File: src/rtl/spc700_dbg.sv
// SPC700 debug unit: address/exec breakpoints with pass counters, single-step and a sticky
// break request cleared by a rising run bit.
module spc700_dbg #(
   parameter int unsigned NUM_BRK = 4,
   parameter int unsigned CNT_W   = 8
) (
   input  logic        CLK,
   input  logic        RST,
   input  logic        EN,
   input  logic        LAST_CYCLE,
   input  logic [15:0] NEXT_PC,
   input  logic [15:0] A_OUT,
   input  logic        WE_N,
   input  logic [7:0]  DBG_REG,
   input  logic [7:0]  DBG_DAT_IN,
   input  logic        DBG_DAT_WR,
   output logic [7:0]  DBG_DAT_OUT,
   output logic        BRK_OUT,
   output logic [3:0]  BRK_ID
);

   logic             wr_q;
   logic             rst_q;
   logic             run_q;
   logic [7:0]       gctrl_q;
   logic [15:0]      addr_q [NUM_BRK];
   logic [7:0]       ctrl_q [NUM_BRK];
   logic [CNT_W-1:0] pass_q [NUM_BRK];
   logic [CNT_W-1:0] hc_q   [NUM_BRK];
   logic [CNT_W-1:0] hc_d   [NUM_BRK];
   logic [CNT_W:0]   hc_inc [NUM_BRK];
   logic             brk_q, brk_d;
   logic [3:0]       brk_id_q, brk_id_d;

   logic               wr_edge, run_edge, step_hit;
   logic               sel_chan;
   logic [2:0]         sel_ch;
   logic [1:0]         sel_off;
   logic [NUM_BRK-1:0] chan_wr, mode_hit, match, fire;
   logic [3:0]         fire_low;
   logic [15:0]        sel_addr;
   logic [7:0]         sel_ctrl;
   logic [7:0]         sel_hc;

   // The cycle right after reset is masked so a strobe held across reset release is not an edge.
   assign wr_edge  = DBG_DAT_WR & ~wr_q & ~rst_q;
   assign run_edge = gctrl_q[7] & ~run_q;
   assign step_hit = gctrl_q[0] & EN & LAST_CYCLE;
   assign sel_ch   = DBG_REG[4:2];
   assign sel_off  = DBG_REG[1:0];
   assign sel_chan = (DBG_REG[7:5] == 3'b100) && (int'(sel_ch) < int'(NUM_BRK));

   always_comb begin
      for (int i = 0; i < NUM_BRK; i++) begin
         chan_wr[i] = wr_edge && sel_chan && (int'(sel_ch) == i);
         unique case (ctrl_q[i][2:1])
            2'b00:   mode_hit[i] = LAST_CYCLE && (NEXT_PC == addr_q[i]);
            2'b01:   mode_hit[i] = WE_N && (A_OUT == addr_q[i]);
            2'b10:   mode_hit[i] = !WE_N && (A_OUT == addr_q[i]);
            default: mode_hit[i] = (A_OUT == addr_q[i]);
         endcase
         // A register write to the channel in the same cycle discards its match.
         match[i]  = EN && ctrl_q[i][0] && mode_hit[i] && !chan_wr[i];
         hc_inc[i] = {1'b0, hc_q[i]} + 1'b1;
         fire[i]   = match[i] && (hc_inc[i] >= {1'b0, pass_q[i]});
         if (chan_wr[i] || fire[i]) begin
            hc_d[i] = '0;
         end else if (match[i] && !(&hc_q[i])) begin
            hc_d[i] = hc_q[i] + 1'b1;
         end else begin
            hc_d[i] = hc_q[i];
         end
      end
   end

   always_comb begin
      fire_low = 4'hF;
      for (int i = int'(NUM_BRK) - 1; i >= 0; i--) begin
         if (fire[i]) fire_low = 4'(i);
      end
      brk_d    = brk_q;
      brk_id_d = brk_id_q;
      if ((|fire) || step_hit) begin
         brk_d    = 1'b1;
         brk_id_d = fire_low;
      end else if (run_edge) begin
         brk_d = 1'b0;
      end
   end

   always_comb begin
      sel_addr = '0;
      sel_ctrl = '0;
      sel_hc   = '0;
      for (int i = 0; i < NUM_BRK; i++) begin
         if (int'(sel_ch) == i) begin
            sel_addr           = addr_q[i];
            sel_ctrl           = ctrl_q[i];
            sel_hc[CNT_W-1:0]  = hc_q[i];
         end
      end
      DBG_DAT_OUT = 8'h00;
      if (sel_chan) begin
         unique case (sel_off)
            2'd0:    DBG_DAT_OUT = sel_addr[7:0];
            2'd1:    DBG_DAT_OUT = sel_addr[15:8];
            2'd2:    DBG_DAT_OUT = sel_ctrl;
            default: DBG_DAT_OUT = sel_hc;
         endcase
      end else if (DBG_REG == 8'hC0) begin
         DBG_DAT_OUT = gctrl_q;
      end else if (DBG_REG == 8'hC1) begin
         DBG_DAT_OUT = {brk_q, 3'b000, brk_id_q};
      end
   end

   always_ff @(posedge CLK) begin
      if (RST) begin
         wr_q     <= 1'b0;
         rst_q    <= 1'b1;
         run_q    <= 1'b0;
         gctrl_q  <= 8'h00;
         brk_q    <= 1'b0;
         brk_id_q <= 4'h0;
         for (int i = 0; i < NUM_BRK; i++) begin
            addr_q[i] <= 16'hFFFF;
            ctrl_q[i] <= 8'h00;
            pass_q[i] <= '0;
            hc_q[i]   <= '0;
         end
      end else begin
         wr_q     <= DBG_DAT_WR;
         rst_q    <= 1'b0;
         run_q    <= gctrl_q[7];
         brk_q    <= brk_d;
         brk_id_q <= brk_id_d;
         if (wr_edge && (DBG_REG == 8'hC0)) gctrl_q <= DBG_DAT_IN;
         for (int i = 0; i < NUM_BRK; i++) begin
            hc_q[i] <= hc_d[i];
            if (chan_wr[i]) begin
               unique case (sel_off)
                  2'd0:    addr_q[i][7:0]  <= DBG_DAT_IN;
                  2'd1:    addr_q[i][15:8] <= DBG_DAT_IN;
                  2'd2:    ctrl_q[i]       <= DBG_DAT_IN;
                  default: pass_q[i]       <= DBG_DAT_IN[CNT_W-1:0];
               endcase
            end
         end
      end
   end

   assign BRK_OUT = brk_q;
   assign BRK_ID  = brk_id_q;

endmodule

File: config.mk
export PLATFORM = sky130hd
export DESIGN_NAME = spc700_dbg
export DESIGN_NICKNAME = d
export VERILOG_FILES = /design/src/rtl/spc700_dbg.sv
export SDC_FILE = /design/constraint.sdc
export NUM_CORES = 1
export LEC_CHECK = 0
export CAP_MARGIN = 20
export CORE_ASPECT_RATIO = 1.4
export CORE_MARGIN = 2
export CORE_UTILIZATION = 59
export CTS_CLUSTER_SIZE = 40
export DETAILED_ROUTE_END_ITERATION = 12
export HOLD_SLACK_MARGIN = 0.12
export PLACE_DENSITY = 0.79
export SKIP_CTS_REPAIR_TIMING = 1
export SLEW_MARGIN = 20
export SYNTH_ARGS = -nofsm -noshare
export SYNTH_HDL_FRONTEND = slang
export SYNTH_SLANG_ARGS = --single-unit
File: constraint.sdc
create_clock -name CLK -period 2.6 [get_ports CLK]
set_input_delay 0.39 -clock CLK [delete_from_list [all_inputs] [get_ports CLK]]
set_output_delay 0.39 -clock CLK [all_outputs]
set_load 0.02 [all_outputs]
==> results.yml <==
finish:
  syn_to_final_growth_pct: 31.1
  drive_gt1_share_pct: 30.5
  fillers: 1156
  nets: 1462
  diodes: 0
  multi_input_area_mm2: 0.00611
  final_cell_area_mm2: 0.0143
  final_cells: 1613
  register_area_mm2: 0.00479
floorplanning:
  coreArea_mm2: 0.0181
  die_y_um: 165
  die_x_um: 119
  initial_core_util_pct: 60.5
  io_pins: 67
  rows: 58
  die_area_mm2: 0.0197
worst_setup_path:
  critPathLaunchType: "flop"
  required_ps: 2210
  cp.arrival_ps: 2200
  end_kind: "primary output"
  worst-setup-path-type: "flop to primary output"
  worst-path-max-fanout: 2
clock_tree:
  path_clk_slew_ps: 80
  htreeDepth: 4
  clockBufferDepth: 2
  cts_tree: "built"
  clk_latency_ps: 440
  cts-root-buf: "clkbuf_16"
  cts_buffers: 17
  numClockSinks: 175
pwr:
  p_sw_mw: 1.78
  pwr-share-seq_pct: 46.9
  switching_share_pct: 27.0
  power.share.clock_pct: 40.4
  leakagePower_nw: 5.73
  power-per-cell-area_mw_per_mm2: 459
  p_int_mw: 4.80
  vdd_drop_max_v: 0.000423
  totalPowerFinal_mw: 6.58
  pwr-share-comb_pct: 12.7
logic_synthesis:
  avgSynthCellArea_um2: 10.0
  yosysTopAreaCellShare_pct: 35.1
  yosys-top-cells-area: "edfxtp_1, xor2_1, dfxtp_1, ha_1, or2_2"
  ys_ff_latch: 175
  synth_edf_count: 128
  synth.cell_area_mm2: 0.0109
  ys_async_sr_fraction_pct: 0
  syn_nets: 1193
  synth_most_common_cell: "xor2_1"
  ys_types: 56
  ys.flop_type: "edfxtp_1"
  synth_area_leader_cell: "edfxtp_1"
  synth_seq_area_share_pct: 43.7
  yosys-top-cells-count: "xor2_1, edfxtp_1, nor2_1"
  yosys_warnings: 0
  syn_inst: 1091
status:
  status: "finished, final reports clean"
timing:
  hold_viol_final: 0
  clock_skew_ps: 10.9
  final_max_slew_viol_count: 0
  max_slew.worst_pin.slew_ps: 731
  min_period_ps: 2590
  fin_setup_tns_ps: 0
  whs_ps: 471
  rsz0062_at_grt: "yes"
  relSlewSlack_pct: 51.1
  fin_crit_sh_pct: 99.6
  fmax_mhz: 386
  setup_viol: 0
detailed_routing:
  ant_nets: 0
  vias: 9639
  drc: 0
  wire_per_inst_um: 23.4
  first_pass_iters: 8
  finalWirelength_mm: 37.8
  vias_per_cell: 5.98
  drt_iter0_markers: 931
placed_design:
  dp_hpwl_mm: 28.7
  gp_congestion: 1.07
  placed_cell_area_mm2: 0.0133
  placed_cells: 1564
  io_buffers: 66
global_route:
  grt_pass1_wl_mm: 55.2
  track_usage_pct: 38.6
  antenna_found_initial: 0
  grt-ovfl-total: 0
  grt_max_degree: 27
  grt_pass1_vias: 9740
min_path:
  hp-class: "flop to flop"
flow_run:
  cap_violations: 0
-- flip-flops by register name, indices dropped and copies added (netlist names) --
signal   count
BRK_ID       3
BRK_OUT      1
addr_q      64
ctrl_q      32
gctrl_q      8
hc_q        32
pass_q      32
rst_q        1
run_q        1
wr_q         1
-- critical path, stage by stage (launching register included) --
cell and delay (ps):
edfxtp_1 450, mux2_4 310, o22ai_1 170, nor2_1 70
nor2_1 120, o311ai_2 160, a32o_2 320, clkbuf_2 160
-- placed cells by master (no fill, tap or decap), drive strengths merged, types with 6 or more instances in the layout --
cell type	count
a21o	7
a21oi	42
a22oi	8
and2	66
and3	19
buf	221
clkbuf	25
clkdlybuf4s50	53
clkinv	6
dfxtp	47
edfxtp	128
ha	48
inv	49
mux2	28
mux2i	7
nand2	58
nand2b	6
nand3	58
nand4	12
nor2	69
nor3	21
nor4	21
o21ai	33
o21bai	12
o22ai	28
or2	67
or3	12
xnor2	40
xor2	136
-- kinds of logic (layout without fill, tap and decap cells) --
kind of cell | count (synthesis) | after routing | synth area share [%]
adder cells (fa/ha/maj) | 48 | 48 | 5.49
multiplexers | 36 | 36 | 3.73
XOR/XNOR | 176 | 176 | 14.1
flip-flops | 175 | 175 | 43.7
buffers and inverters | 78 | 359 | 2.81
AO/OA/AOI/OAI | 154 | 154 | 9.01
AND/OR/NAND/NOR | 424 | 425 | 21.1
-- routing by layer --
| metal | routed length (um) | share of wire, % | global-route usage, % |
|---|---|---|---|
| met5 | 0 | 0 | 0 |
| met4 | 3200 | 8.5 | 28.0 |
| met3 | 2830 | 7.5 | 5.84 |
| met2 | 19100 | 50 | 68.9 |
| met1 | 12700 | 34 | 41.6 |
-- final cells by class --
class,instances,share of cell area (%)
clock inverter,15,1.34
tap,240,2.09
multi-input combinational,839,42.6
clock buffer,17,2.97
inverter,41,1.07
timing repair buffer,286,16.6
sequential,175,33.4
-- per-stage QoR --
stage / util (%) / worst slack, ps
final: 79.4 / 10.5
after global routing: 79.4 / -82.3
after global placement: 73.7 / -778
after floorplan: - / 178
after CTS: 77.1 / -863
after detailed placement: 73.7 / -853
-- power groups by stage --
stage / Clock [mW] / Combinational, mW / Sequential (mW)
final: 2.66 / 0.835 / 3.09
after global routing: 2.77 / 0.873 / 3.09
after CTS: 2.66 / 0.779 / 3.09
after detailed placement: 0 / 0.772 / 3.15
after global placement: 0 / 0.766 / 3.15
after floorplan: 0 / 0.338 / 3.13
-- path summary, 6_finish.rpt --
| check | start | slack [ps] | endpoint | depth (start not counted) |
|---|---|---|---|---|
| worst max-delay path | addr_q[0][12]$_SDFFCE_PN1P_ | 10 | DBG_DAT_OUT[4] | 7 |
| worst min-delay path | gctrl_q[1]$_SDFFE_PP0P_ | 470 | gctrl_q[1]$_SDFFE_PP0P_ | 2 |
| worst max register to register | hc_q[0][0]$_SDFFE_PP0P_ | 40 | BRK_ID[0]$_SDFFE_PP0P_ | 13 |
| worst min register to register | gctrl_q[1]$_SDFFE_PP0P_ | 470 | gctrl_q[1]$_SDFFE_PP0P_ | 2 |
(Power assumes the default switching activity.)
==> variant: new RTL, same settings <==
Put a register stage on the output `DBG_DAT_OUT`, with the module's reset. The value now appears one clock later. The other outputs are not delayed to match.
--- a/src/rtl/spc700_dbg.sv
+++ b/src/rtl/spc700_dbg.sv
@@ -20,2 +20,4 @@
 );
+
+   logic [7:0] DBG_DAT_OUT_d;
 
@@ -101,14 +103,14 @@
       end
-      DBG_DAT_OUT = 8'h00;
+      DBG_DAT_OUT_d = 8'h00;
       if (sel_chan) begin
          unique case (sel_off)
-            2'd0:    DBG_DAT_OUT = sel_addr[7:0];
-            2'd1:    DBG_DAT_OUT = sel_addr[15:8];
-            2'd2:    DBG_DAT_OUT = sel_ctrl;
-            default: DBG_DAT_OUT = sel_hc;
+            2'd0:    DBG_DAT_OUT_d = sel_addr[7:0];
+            2'd1:    DBG_DAT_OUT_d = sel_addr[15:8];
+            2'd2:    DBG_DAT_OUT_d = sel_ctrl;
+            default: DBG_DAT_OUT_d = sel_hc;
          endcase
       end else if (DBG_REG == 8'hC0) begin
-         DBG_DAT_OUT = gctrl_q;
+         DBG_DAT_OUT_d = gctrl_q;
       end else if (DBG_REG == 8'hC1) begin
-         DBG_DAT_OUT = {brk_q, 3'b000, brk_id_q};
+         DBG_DAT_OUT_d = {brk_q, 3'b000, brk_id_q};
       end
@@ -154,2 +156,10 @@
 
+   always_ff @(posedge CLK) begin
+      if (RST) begin
+         DBG_DAT_OUT <= '0;
+      end else begin
+         DBG_DAT_OUT <= DBG_DAT_OUT_d;
+      end
+   end
+
 endmodule
Behaviour: not the same (a bounded check fails within 4 cycles, from zero or initial values and one cycle with RST high).
==> variant against the unedited design <==
The flow now finishes with violations (negative setup slack). Highest routed layer unchanged. Critical path depth is 5 higher. Setup slack got worse by 0.078 ns. Synthesized area up 3.2%. Design area is 1.7% higher. First-iteration DRC count rose by 11%. Critical endpoint is now hc_q[3][1]$_SDFFE_PP0P_. Maximum frequency decreased by 2.9%. Routed wire length is 3.1% higher. Power rose by 1.2%. Sequential cell count increased by 8. Largest power group unchanged.
==> variant: results (changes against the unedited design) <==
Status: complete, but fails checks
Failing checks: negative setup slack
Per-cell routed wire length: 23.9 um (+1.8%)
Hold Crit Class: primary input to register
Top cells by count, synth: edfxtp_1, xor2_1, nor2_1
YS warnings: 0 (unchanged)
Final setup margin: -0.0675 ns (-0.0780 ns)
Worst skew pair latency: 0.45 ns
H-tree depth: 4 (unchanged)
Number of port buffers: 66 (unchanged)
Worst EP arrival: 3.04 ns (+0.84 ns)
DRT iter0 DRCs: 1029 (+11%)
Synth async-reset ratio: 0% (unchanged)
Clk_skew: 0.0111 ns (+0.000200 ns)
Largest reg by FF count: addr_q
Total Routed Length: 39.0 mm (+3.1%)
Initial antenna violation count: 1 (+1)
First-pass GRT wire length: 57.1 mm (+3.4%)
Core area: 18700 sq um (+3.4%)
Setup-failing EPs final: 8 (+8)
CTS Buf Count: 17 (unchanged)
Routability congestion estimate: 1.10 (+2.8%)
Number of enable flip-flop cells after synthesis: 128 (unchanged)
Seq/Total Area, Yosys: 43.8% (+0.052 points)
Clock Tree Root: clkbuf_16
Worst-path clk slew: 0.08 ns (about the same)
Largest net degree at the start of global routing: 27 (unchanged)
Fraction of layout cells with a size suffix above 1: 28.7% (-1.8 points)
First-pass DRT Iterations: 8 (unchanged)
Top cells by area, synth: edfxtp_1, dfxtp_1, xor2_1, ha_1, xnor2_1
Main synth FF type: edfxtp_1
Maximum vdd ir drop: 386 uV (-8.6%)
Synth Net Count: 1227 (+2.8%)
Nets: 1479 (+1.2%)
Mapped Cells: 1125 (+3.1%)
Post-DP HPWL: 29.0 mm (+1.2%)
LEAKAGE: 5.58 nW (-2.6%)
Distinct cell type count after synthesis: 66 (+18%)
R2R depth: 12 (-1)
Max clock buf depth: 2 (unchanged)
Slowest CP cell: or3_4
Max FFs per register: 64 (unchanged)
Slew margin rel.: 51.4% (+0.34 points)
Via count: 10000 (+4.2%)
Placed Cells: 1590 (+1.7%)
Crit path largest cell delay: 0.43 ns (-0.02 ns)
WHS Path Cells: 1 (-1)
GRT Overall Usage: 38.3% (-0.26 points)
CP Max Fanout: 8 (+6)
Ant. Diodes: 0 (unchanged)
## variant: changes by cell type after synthesis, moves of 9 or more
cell,delta
xor2_1,-28
xnor2_1,+25
nand2b_1,+18
nor2_1,+16
or2_2,-16
nand3_1,-12
and3_1,-9
## variant: cell families after synthesis
family / Yosys count / share of synthesized area, %
and+or+nand+nor: 438 / 21.4
DFF: 183 / 43.8
xor gates and xnor gates: 173 / 13.4
AOI/OAI and AO/OA: 159 / 9.54
buffers and inverters: 90 / 3.19
adders and majority gates: 48 / 5.32
muxes: 34 / 3.39
## variant: area by class of cell
type                            instances  area (sq um)
Multi-Input combinational cell        852          6310
Inverter                               46           173
Fill cell                            1229          4080
Sequential cell                       183          4960
Tap cell                              244           305
Clock inverter                         15           151
Timing Repair Buffer                  277          2270
Clock buffer                           17           425
## variant: power breakdown
part,leakage [nW],internal (W),switching [W],total (W)
Combinational,3.63,0.000367,0.000485,0.000852
Clock,0.282,0.00129,0.00131,0.00260
Sequential,1.67,0.00316,0.0000507,0.00321
## variant: layer usage
metal / part of all wire (%) / global-route usage (%)
met1: 35 / 44.1
met2: 49 / 64.1
met3: 7.8 / 6.03
met4: 8.3 / 27.5
met5: 0 / 0
## variant: worst paths after layout
check	from	to	slack (ns)
max	hc_q[3][0]$_SDFFE_PP0P_	hc_q[3][1]$_SDFFE_PP0P_	-0.07
min	RST	rst_q$_DFF_P_	0.44
max reg2reg	hc_q[3][0]$_SDFFE_PP0P_	hc_q[3][1]$_SDFFE_PP0P_	-0.07
min reg2reg	gctrl_q[2]$_SDFFE_PP0P_	gctrl_q[2]$_SDFFE_PP0P_	0.46
## variant: critical path: cells and delay by family, from the launching register on
family | cells | cell delay (ns)
AOI/OAI and AO/OA | 3 | 0.41
adders and majority gates | 2 | 0.42
and+or+nand+nor | 6 | 1.15
xor gates and xnor gates | 1 | 0.25
DFF | 1 | 0.36
## variant: metrics by stage
step	setup WS [ns]	cell area [sq um]	TNS (ns)
after floorplan	0.122	11300	0
after global placement	-0.353	13600	-8.51
after detailed placement	-0.349	13600	-15.81
after CTS	-0.314	14200	-4.37
after global routing	-0.171	14600	-1.83
final	-0.0675	14600	-0.376
